<file path="src/rtl/fft_r22sdf_cmult_pkg.sv">
// rtl/fft_r22sdf_cmult_pkg.sv - shared constants, sequencer states and width helpers for the twiddle multiplier
package fft_r22sdf_cmult_pkg;

    // Rounding modes applied after the Q1.(TW-1) rescale.
    localparam int ROUND_TRUNC = 0;   // floor
    localparam int ROUND_CONV  = 1;   // round half to even

    // Time-shared multiplier sequencer: one Karatsuba partial product per state.
    typedef enum logic [1:0] {
        SEQ_IDLE = 2'd0,
        SEQ_M_F  = 2'd1,
        SEQ_M_R  = 2'd2,
        SEQ_M_I  = 2'd3
    } seq_state_t;

    // Full-precision Karatsuba product width: (DW+1) x (TW+1) operands, no truncation.
    function automatic int cmult_prod_width(input int dw, input int tw);
        return dw + tw + 2;
    endfunction

endpackage

</file>
<file path="src/rtl/fft_round_sat.sv">
// rtl/fft_round_sat.sv - arithmetic right shift, floor/convergent rounding and saturation
//
// Ports:
//   in_i   signed full-precision value, IN_WIDTH bits
//   out_o  signed (in_i >>> SHIFT), rounded per ROUND_MODE, clamped to OUT_WIDTH bits
//   sat_o  1 when clamping changed the value
module fft_round_sat
    import fft_r22sdf_cmult_pkg::*;
#(
    parameter int IN_WIDTH   = 37,
    parameter int OUT_WIDTH  = 25,
    parameter int SHIFT      = 9,
    parameter int ROUND_MODE = ROUND_CONV
) (
    input  logic [IN_WIDTH-1:0]  in_i,
    output logic [OUT_WIDTH-1:0] out_o,
    output logic                 sat_o
);

    // One guard bit above the shifted value so the +1 of rounding cannot wrap.
    localparam int QW = IN_WIDTH - SHIFT + 1;

    logic [QW-1:0]    q;
    logic [QW-1:0]    r;
    logic [SHIFT-1:0] frac;
    logic [SHIFT-1:0] half;
    logic             round_up;
    logic             fits;

    assign q    = {in_i[IN_WIDTH-1], in_i[IN_WIDTH-1:SHIFT]};
    assign frac = in_i[SHIFT-1:0];
    assign half = {1'b1, {(SHIFT-1){1'b0}}};

    // Truncation of a two's complement value is already floor. Convergent rounding
    // bumps above half, and exactly-half only when the kept LSB is odd.
    always_comb begin
        round_up = 1'b0;
        if (ROUND_MODE == ROUND_CONV) begin
            round_up = (frac > half) || ((frac == half) && q[0]);
        end
    end

    assign r = q + {{(QW-1){1'b0}}, round_up};

    // Value fits when every bit from the guard down to the output sign bit agrees.
    assign fits = (r[QW-1:OUT_WIDTH-1] == {(QW-OUT_WIDTH+1){r[QW-1]}});

    always_comb begin
        sat_o = !fits;
        if (fits) begin
            out_o = r[OUT_WIDTH-1:0];
        end else if (r[QW-1]) begin
            out_o = {1'b1, {(OUT_WIDTH-1){1'b0}}};
        end else begin
            out_o = {1'b0, {(OUT_WIDTH-1){1'b1}}};
        end
    end

endmodule

</file>
<file path="src/rtl/mult_add.sv">
// rtl/mult_add.sv - registered signed multiply-accumulate p = a*b +/- c (one DSP slice)
//
// Ports:
//   clk_i, rst_n  clock, asynchronous active-low reset
//   en_i          load p_o this cycle
//   sub_i         0: p = a*b + c, 1: p = a*b - c
//   a_i, b_i      signed operands
//   c_i           signed addend, full product width
//   p_o           registered signed result, A_WIDTH+B_WIDTH bits
module mult_add #(
    parameter int A_WIDTH = 26,
    parameter int B_WIDTH = 11
) (
    input  logic                       clk_i,
    input  logic                       rst_n,
    input  logic                       en_i,
    input  logic                       sub_i,
    input  logic [A_WIDTH-1:0]         a_i,
    input  logic [B_WIDTH-1:0]         b_i,
    input  logic [A_WIDTH+B_WIDTH-1:0] c_i,
    output logic [A_WIDTH+B_WIDTH-1:0] p_o
);

    localparam int P_WIDTH = A_WIDTH + B_WIDTH;

    logic [P_WIDTH-1:0] prod;

    // Both operands sign-extended to the full width so the product is exact.
    assign prod = P_WIDTH'($signed(a_i)) * P_WIDTH'($signed(b_i));

    always_ff @(posedge clk_i or negedge rst_n) begin
        if (!rst_n) begin
            p_o <= '0;
        end else if (en_i) begin
            p_o <= sub_i ? (prod - c_i) : (prod + c_i);
        end
    end

endmodule

</file>
<file path="src/rtl/fft_r22sdf_cmult.sv">
// rtl/fft_r22sdf_cmult.sv - R22SDF complex twiddle multiplier z = x*w, Karatsuba with 3 or 1 DSPs
//
// Ports:
//   clk_i, rst_n           clock, asynchronous active-low reset
//   valid_i / ready_o      input handshake (sample taken when both high)
//   ctr_i / ctr_o          FFT sample index, delayed exactly with the data
//   x_re_i, x_im_i         signed data, DATA_WIDTH
//   w_re_i, w_im_i         signed twiddle Q1.(TWIDDLE_WIDTH-1)
//   clr_ovf_i              clears the sticky overflow flag
//   valid_o                one-cycle strobe per accepted sample
//   z_re_o, z_im_o         rounded, saturated product
//   ovf_o                  sticky saturation flag
module fft_r22sdf_cmult
    import fft_r22sdf_cmult_pkg::*;
#(
    parameter int DATA_WIDTH    = 25,
    parameter int TWIDDLE_WIDTH = 10,
    parameter int NLOG2         = 10,
    parameter int NUM_MULTS     = 3,
    parameter int ROUND_MODE    = ROUND_CONV
) (
    input  logic                     clk_i,
    input  logic                     rst_n,
    input  logic                     valid_i,
    output logic                     ready_o,
    input  logic [NLOG2-1:0]         ctr_i,
    input  logic [DATA_WIDTH-1:0]    x_re_i,
    input  logic [DATA_WIDTH-1:0]    x_im_i,
    input  logic [TWIDDLE_WIDTH-1:0] w_re_i,
    input  logic [TWIDDLE_WIDTH-1:0] w_im_i,
    input  logic                     clr_ovf_i,
    output logic                     valid_o,
    output logic [NLOG2-1:0]         ctr_o,
    output logic [DATA_WIDTH-1:0]    z_re_o,
    output logic [DATA_WIDTH-1:0]    z_im_o,
    output logic                     ovf_o
);

    localparam int AW = DATA_WIDTH + 1;
    localparam int BW = TWIDDLE_WIDTH + 1;
    localparam int PW = cmult_prod_width(DATA_WIDTH, TWIDDLE_WIDTH);

    // Operands sign-extended by one bit so differences and sums are exact.
    logic [AW-1:0] xr_ext, xi_ext, e_in;
    logic [BW-1:0] wr_ext, wi_ext, dw_in, sw_in;

    assign xr_ext = {x_re_i[DATA_WIDTH-1], x_re_i};
    assign xi_ext = {x_im_i[DATA_WIDTH-1], x_im_i};
    assign wr_ext = {w_re_i[TWIDDLE_WIDTH-1], w_re_i};
    assign wi_ext = {w_im_i[TWIDDLE_WIDTH-1], w_im_i};
    assign e_in   = xr_ext - xi_ext;
    assign dw_in  = wr_ext - wi_ext;
    assign sw_in  = wr_ext + wi_ext;

    // Full-precision result handed to the common round/saturate output stage.
    logic             res_valid;
    logic [NLOG2-1:0] res_ctr;
    logic [PW-1:0]    res_re, res_im;

    if (NUM_MULTS == 3) begin : g_full
        // Stage 1: operand prep. Stage 2: f = w_re*e. Stage 3: R and I in parallel.
        logic [AW-1:0]    s1_xr, s1_xi, s1_e, s2_xr, s2_xi;
        logic [BW-1:0]    s1_wr, s1_dw, s1_sw, s2_dw, s2_sw;
        logic [PW-1:0]    s2_f;
        logic [2:0]       vld;
        logic [NLOG2-1:0] ctr_s1, ctr_s2, ctr_s3;

        always_ff @(posedge clk_i or negedge rst_n) begin
            if (!rst_n) begin
                vld    <= '0;
                ctr_s1 <= '0;
                ctr_s2 <= '0;
                ctr_s3 <= '0;
                s1_xr  <= '0;
                s1_xi  <= '0;
                s1_e   <= '0;
                s1_wr  <= '0;
                s1_dw  <= '0;
                s1_sw  <= '0;
                s2_xr  <= '0;
                s2_xi  <= '0;
                s2_dw  <= '0;
                s2_sw  <= '0;
            end else begin
                vld    <= {vld[1:0], valid_i};
                ctr_s1 <= ctr_i;
                ctr_s2 <= ctr_s1;
                ctr_s3 <= ctr_s2;
                s1_xr  <= xr_ext;
                s1_xi  <= xi_ext;
                s1_e   <= e_in;
                s1_wr  <= wr_ext;
                s1_dw  <= dw_in;
                s1_sw  <= sw_in;
                s2_xr  <= s1_xr;
                s2_xi  <= s1_xi;
                s2_dw  <= s1_dw;
                s2_sw  <= s1_sw;
            end
        end

        mult_add #(.A_WIDTH(AW), .B_WIDTH(BW)) u_mult_f (
            .clk_i (clk_i), .rst_n (rst_n), .en_i (1'b1), .sub_i (1'b0),
            .a_i (s1_e), .b_i (s1_wr), .c_i ('0), .p_o (s2_f)
        );

        mult_add #(.A_WIDTH(AW), .B_WIDTH(BW)) u_mult_r (
            .clk_i (clk_i), .rst_n (rst_n), .en_i (1'b1), .sub_i (1'b0),
            .a_i (s2_xi), .b_i (s2_dw), .c_i (s2_f), .p_o (res_re)
        );

        mult_add #(.A_WIDTH(AW), .B_WIDTH(BW)) u_mult_i (
            .clk_i (clk_i), .rst_n (rst_n), .en_i (1'b1), .sub_i (1'b1),
            .a_i (s2_xr), .b_i (s2_sw), .c_i (s2_f), .p_o (res_im)
        );

        assign ready_o   = 1'b1;
        assign res_valid = vld[2];
        assign res_ctr   = ctr_s3;
    end else begin : g_shared
        seq_state_t       state_q, state_d;
        logic             rdy, accept;
        logic [AW-1:0]    h_xr, h_xi, h_e, ma;
        logic [BW-1:0]    h_wr, h_dw, h_sw, mb;
        logic [PW-1:0]    mc, p, f_hold, r_hold;
        logic             msub, men;
        logic [NLOG2-1:0] h_ctr, res_ctr_q;
        logic             res_vld_q;

        always_ff @(posedge clk_i or negedge rst_n) begin
            if (!rst_n) begin
                state_q <= SEQ_IDLE;
            end else begin
                state_q <= state_d;
            end
        end

        // Sequencer and the operand mux for the single DSP.
        always_comb begin
            state_d = state_q;
            rdy     = 1'b0;
            ma      = '0;
            mb      = '0;
            mc      = '0;
            msub    = 1'b0;
            case (state_q)
                SEQ_IDLE: begin
                    rdy = 1'b1;
                    if (valid_i) state_d = SEQ_M_F;
                end
                SEQ_M_F: begin
                    ma      = h_e;
                    mb      = h_wr;
                    state_d = SEQ_M_R;
                end
                SEQ_M_R: begin
                    ma      = h_xi;
                    mb      = h_dw;
                    mc      = p;        // f, produced last cycle
                    state_d = SEQ_M_I;
                end
                SEQ_M_I: begin
                    ma      = h_xr;
                    mb      = h_sw;
                    mc      = f_hold;
                    msub    = 1'b1;
                    rdy     = 1'b1;
                    state_d = valid_i ? SEQ_M_F : SEQ_IDLE;
                end
                default: state_d = SEQ_IDLE;
            endcase
        end

        assign accept  = valid_i && rdy;
        assign men     = (state_q != SEQ_IDLE);
        assign ready_o = rdy;

        // A new sample may be loaded in M_I: the I product reads the holding
        // registers combinationally in that same cycle, before they change.
        always_ff @(posedge clk_i or negedge rst_n) begin
            if (!rst_n) begin
                h_xr      <= '0;
                h_xi      <= '0;
                h_e       <= '0;
                h_wr      <= '0;
                h_dw      <= '0;
                h_sw      <= '0;
                h_ctr     <= '0;
                f_hold    <= '0;
                r_hold    <= '0;
                res_vld_q <= 1'b0;
                res_ctr_q <= '0;
            end else begin
                if (accept) begin
                    h_xr  <= xr_ext;
                    h_xi  <= xi_ext;
                    h_e   <= e_in;
                    h_wr  <= wr_ext;
                    h_dw  <= dw_in;
                    h_sw  <= sw_in;
                    h_ctr <= ctr_i;
                end
                if (state_q == SEQ_M_R) f_hold <= p;
                if (state_q == SEQ_M_I) begin
                    r_hold    <= p;
                    res_ctr_q <= h_ctr;
                end
                res_vld_q <= (state_q == SEQ_M_I);
            end
        end

        mult_add #(.A_WIDTH(AW), .B_WIDTH(BW)) u_mult (
            .clk_i (clk_i), .rst_n (rst_n), .en_i (men), .sub_i (msub),
            .a_i (ma), .b_i (mb), .c_i (mc), .p_o (p)
        );

        // I stays in the DSP register for the cycle after M_I, R was parked in r_hold.
        assign res_valid = res_vld_q;
        assign res_ctr   = res_ctr_q;
        assign res_re    = r_hold;
        assign res_im    = p;
    end

    logic [DATA_WIDTH-1:0] rs_re, rs_im;
    logic                  sat_re, sat_im;

    fft_round_sat #(
        .IN_WIDTH (PW), .OUT_WIDTH (DATA_WIDTH),
        .SHIFT (TWIDDLE_WIDTH - 1), .ROUND_MODE (ROUND_MODE)
    ) u_rs_re (
        .in_i (res_re), .out_o (rs_re), .sat_o (sat_re)
    );

    fft_round_sat #(
        .IN_WIDTH (PW), .OUT_WIDTH (DATA_WIDTH),
        .SHIFT (TWIDDLE_WIDTH - 1), .ROUND_MODE (ROUND_MODE)
    ) u_rs_im (
        .in_i (res_im), .out_o (rs_im), .sat_o (sat_im)
    );

    always_ff @(posedge clk_i or negedge rst_n) begin
        if (!rst_n) begin
            valid_o <= 1'b0;
            ctr_o   <= '0;
            z_re_o  <= '0;
            z_im_o  <= '0;
            ovf_o   <= 1'b0;
        end else begin
            valid_o <= res_valid;
            if (res_valid) begin
                ctr_o  <= res_ctr;
                z_re_o <= rs_re;
                z_im_o <= rs_im;
            end
            // A fresh saturation wins over a simultaneous clear.
            if (res_valid && (sat_re || sat_im)) begin
                ovf_o <= 1'b1;
            end else if (clr_ovf_i) begin
                ovf_o <= 1'b0;
            end
        end
    end

endmodule
</file>
<file path="config.mk">
export PLATFORM = sky130hd
export DESIGN_NAME = fft_r22sdf_cmult
export DESIGN_NICKNAME = d
export VERILOG_FILES = /design/src/rtl/fft_r22sdf_cmult_pkg.sv /design/src/rtl/fft_round_sat.sv /design/src/rtl/mult_add.sv /design/src/rtl/fft_r22sdf_cmult.sv
export SDC_FILE = /design/constraint.sdc
export NUM_CORES = 2
export LEC_CHECK = 0
export CORE_MARGIN = 2
export CORE_UTILIZATION = 55
export CTS_CLUSTER_DIAMETER = 200
export DETAILED_ROUTE_END_ITERATION = 10
export PLACE_DENSITY = 0.78
export SLEW_MARGIN = 20
export SYNTH_ARGS = -nofsm -noshare
export SYNTH_HDL_FRONTEND = slang
export SYNTH_HIERARCHICAL = 1
export SYNTH_SLANG_ARGS = --single-unit
export TNS_END_PERCENT = 5
</file>
<file path="constraint.sdc">
create_clock -name clk_i -period 12.05 [get_ports clk_i]
set_input_delay 2.41 -clock clk_i [delete_from_list [all_inputs] [get_ports clk_i]]
set_output_delay 2.41 -clock clk_i [all_outputs]
set_load 0.005 [all_outputs]
</file>
==> metrics.log <==
[metrics] core footprint: between 90000 and 100000 sq um
[metrics] cell with the biggest individual delay on the critical path: sky130_fd_sc_hd__inv_1
[metrics] fraction of the mapped netlist area in compound gates: 0.115
[metrics] clock root cell: sky130_fd_sc_hd__clkbuf_16
[metrics] share of the synthesized area in the top cell type: 0.284
[metrics] total clock buffers created by CTS: 46
[metrics] peak clock frequency supported by timing: 116 MHz
[metrics] global-route usage over all layers: 0.282
[metrics] drt total wl: 136000 um
[metrics] pin slew with the least headroom to its limit: 1.10 ns
[metrics] async set-or-reset flop fraction in the synthesized netlist: 1.00
[metrics] path category of the worst min-delay check: register to register
[metrics] initial standard-cell utilization of the core: 0.555
[metrics] number of rows in the core area: approximately 110
[metrics] # Post-CTS Setup Buffers: 0
[metrics] Congestion Overflow GR: 0
[metrics] clock skew after layout: 0.0254 ns
[metrics] main combinational cell family by area after synthesis: adder cells
[metrics] post-route cell area: 58000 sq um
[metrics] Data arrival, critical path: around 9.1 ns
[metrics] Worst Path Class, Setup: register to register
[metrics] final setup fails: 0
[metrics] count of final hold-check violations: 0
[metrics] Post-Syn Area: ~54000 sq um
[metrics] die span in x: 316 um
[metrics] simple-gate share of the synthesized area: 0.149
[metrics] post-DR vias/cell: between 5 and 6
[metrics] EDFF count, synth: 0
[metrics] share of cells above drive strength 1: 0.0667
[metrics] proportion of synthesized area in mux cells: 0.0317
[metrics] Worst Path Max Fanout: 34
[metrics] Residual DRC: 0
[metrics] most numerous cell on the critical path: sky130_fd_sc_hd__fa_1
[metrics] number of synthesis warnings: 6
[metrics] source-to-sink clock delay at the later pin of the worst-skew pair: 0.62 ns
[metrics] Clock Path Buffers: 3
[metrics] estimated wirelength of the detail-placed design: ~110000 um
[metrics] Clock H-tree levels: 2
[metrics] critical path required time: about 13 ns
[metrics] post-cts sizing count: 0
[metrics] first-pass GRT wire length: about 220000 um
[metrics] max-slew headroom at the worst pin: 0.269
[metrics] Worst-path clk slew: ~0.060 ns
[metrics] pin count of the biggest net entering global routing: 86
[metrics] most common cell in the netlist: sky130_fd_sc_hd__inv_1
[metrics] synthesized flop and latch total: between 300 and 400
[metrics] sequential share of the synthesized area: 0.179
[metrics] top cell types by occurrence after synthesis: sky130_fd_sc_hd__inv_1, sky130_fd_sc_hd__fa_1, sky130_fd_sc_hd__nand2_1
[metrics] kind of start point of the critical path: register
[metrics] wire per inst: 18.9 um
[metrics] CTS tree: built
[metrics] Final TNS setup: 0 ns
[metrics] library cell with the largest summed area after synthesis: sky130_fd_sc_hd__fa_1
[metrics] run status: finished clean
[metrics] Post-Synthesis Cells: 5784
[metrics] number of max-cap violations: 0
[metrics] setup repair after global routing missed its margin: false
[metrics] number of distinct library cells after synthesis: 119
[metrics] Die Span Y: ~320 um
[metrics] Post-Syn Area per Cell: 9.27 sq um
[metrics] Final Net Count: a little over 7000
[metrics] count of antenna-violating nets left after detailed routing: 0
[metrics] number of I/O pins: roughly 150
[metrics] cts-stage hold buffer count: 0
[metrics] max-slew violation count: 0
[metrics] final weighted congestion in routability-driven placement: around 0.95
[metrics] synthesis-to-layout area growth: 8.18%
[metrics] detailed-route via count: between 40000 and 50000
[metrics] critical path's largest stage delay: approximately 0.60 ns
[metrics] dominant register cell in the synthesized netlist: sky130_fd_sc_hd__dfrtp_1
[metrics] number of buffers and inverters on the critical path: 4
[metrics] vias in the first global route: 42200
[metrics] most area-consuming cells after synthesis: sky130_fd_sc_hd__fa_1, sky130_fd_sc_hd__dfrtp_1, sky130_fd_sc_hd__ha_1
[metrics] non-filler cells in the finished layout: 7214
[metrics] instance area after placement: approximately 56000 sq um
[metrics] number of port buffers: 145
[metrics] number of search-and-repair iterations in the first detailed-routing pass: 6
[metrics] Largest delay share family, worst path: adder cells
[metrics] clock sink count: about 380
[metrics] Adder-Cell Fraction of Synth Area: 0.375
[metrics] share of the cycle needed by the critical path after routing: 0.716
[metrics] Iter 0 DRT Violations: 2806
[metrics] time the final worst path needs with I/O delays and setup: 8.63 ns
[metrics] antenna violations before repair: 4
[metrics] share of the synthesized netlist area taken by xor and xnor gates: 0.0638
[metrics] endpoint kind of the worst setup timing path: register
[metrics] cell count after placement: between 7000 and 8000
[metrics] Die Outline Area: approximately 100000 sq um
## area by class of cell
class / instances / area (sq um)
Timing Repair Buffer: 177 / 1700
Clock buffer: 57 / 1250
Tap cell: 1276 / 1600
Antenna cell: 1 / 2.50
Clock inverter: 28 / 352
Sequential cell: 384 / 9610
Fill cell: 8111 / 38700
Inverter: 973 / 3650
Multi-Input combinational cell: 4318 / 39900
## placed cells by master (no fill, tap or decap), types with 26 or more instances in the layout
cell and instances:
sky130_fd_sc_hd__a211oi_1 33, sky130_fd_sc_hd__nand2_1 592, sky130_fd_sc_hd__nor3_1 57, sky130_fd_sc_hd__dfrtp_1 383
sky130_fd_sc_hd__fa_1 762, sky130_fd_sc_hd__nand2b_1 58, sky130_fd_sc_hd__mux2_2 141, sky130_fd_sc_hd__nand3_1 60
sky130_fd_sc_hd__a22oi_2 41, sky130_fd_sc_hd__xor2_1 82, sky130_fd_sc_hd__ha_1 389, sky130_fd_sc_hd__xnor2_1 304
sky130_fd_sc_hd__clkbuf_16 46, sky130_fd_sc_hd__o21ai_0 175, sky130_fd_sc_hd__nor2_1 280, sky130_fd_sc_hd__buf_4 30
sky130_fd_sc_hd__a21oi_1 265, sky130_fd_sc_hd__nor2b_1 35, sky130_fd_sc_hd__clkdlybuf4s50_1 144, sky130_fd_sc_hd__o21a_1 27
sky130_fd_sc_hd__nand4_1 27, sky130_fd_sc_hd__o21bai_1 29, sky130_fd_sc_hd__conb_1 123, sky130_fd_sc_hd__a31oi_1 26
sky130_fd_sc_hd__a21o_1 104, sky130_fd_sc_hd__inv_1 973, sky130_fd_sc_hd__and2_1 353
## through the flow
step	util	hold slack (ns)	worst slack (ns)
after floorplan	-	0.331	4.29
after global routing	0.600	0.350	2.78
after global placement	0.583	0.331	3.66
after CTS	0.600	0.346	3.46
final	0.600	0.345	3.42
after detailed placement	0.583	0.335	3.54
## worst reg2reg max path, delay by kind of cell, from the launching register on
family,cells,cell delay [ns]
compound gates,11,2.30
xor+xnor,2,0.25
fa+ha+maj,7,3.32
buf+inv,4,0.94
flops,1,0.36
mux,1,0.27
simple gates,6,1.06
## sequential cells by signal, summed over array words and instances, names as in the netlist, 11 cells and up
| signal | count |
|---|---|
| g_full.s1_sw | 11 |
| g_full.u_mult_f/p_o | 37 |
| g_full.s1_xi | 25 |
| z_re_o | 25 |
| g_full.s2_xi | 25 |
| g_full.s1_xr | 25 |
| g_full.s2_sw | 11 |
| g_full.s2_xr | 25 |
| g_full.s1_e | 26 |
| g_full.u_mult_r/p_o | 37 |
| z_im_o | 25 |
| g_full.u_mult_i/p_o | 37 |
## final timing paths
check                                          end       startpoint  slack (ns)  cells after the start
setup / recovery           g_full.u_mult_f/p_o[36]  g_full.s1_wr[9]        3.42                     31
hold / removal                     g_full.s2_xr[7]  g_full.s1_xr[7]        0.34                      0
setup reg to reg           g_full.u_mult_f/p_o[36]  g_full.s1_wr[9]        3.42                     31
hold reg to reg                    g_full.s2_xr[7]  g_full.s1_xr[7]        0.34                      0
max in group asynchronous         g_full.s2_xi[12]            rst_n        7.96                      3
min in group asynchronous                z_im_o[9]            rst_n        1.78                      1
## kinds of logic (layout without fill, tap and decap cells)
kind of cell / Yosys count / count (layout)
adders and majority gates: 1151 / 1151
xor gates and xnor gates: 388 / 388
muxes: 152 / 152
other: 2 / 124
buffers and inverters: 1203 / 1235
and+or+nand+nor: 1608 / 1608
AOI/OAI and AO/OA: 896 / 896
DFF: 384 / 384
## metal layers
layer / vias up / wire length, um / global-route usage
li1: 18600 / - / -
met1: 20000 / 57700 / 0.375
met2: 1477 / 61700 / 0.451
met3: 292 / 9170 / 0.0466
met4: 6 / 7410 / 0.136
met5: - / 54 / 0
Power is left out: the tool's default activity adds up to more than one toggle a clock period on the data nets, which glitch-free logic cannot reach.
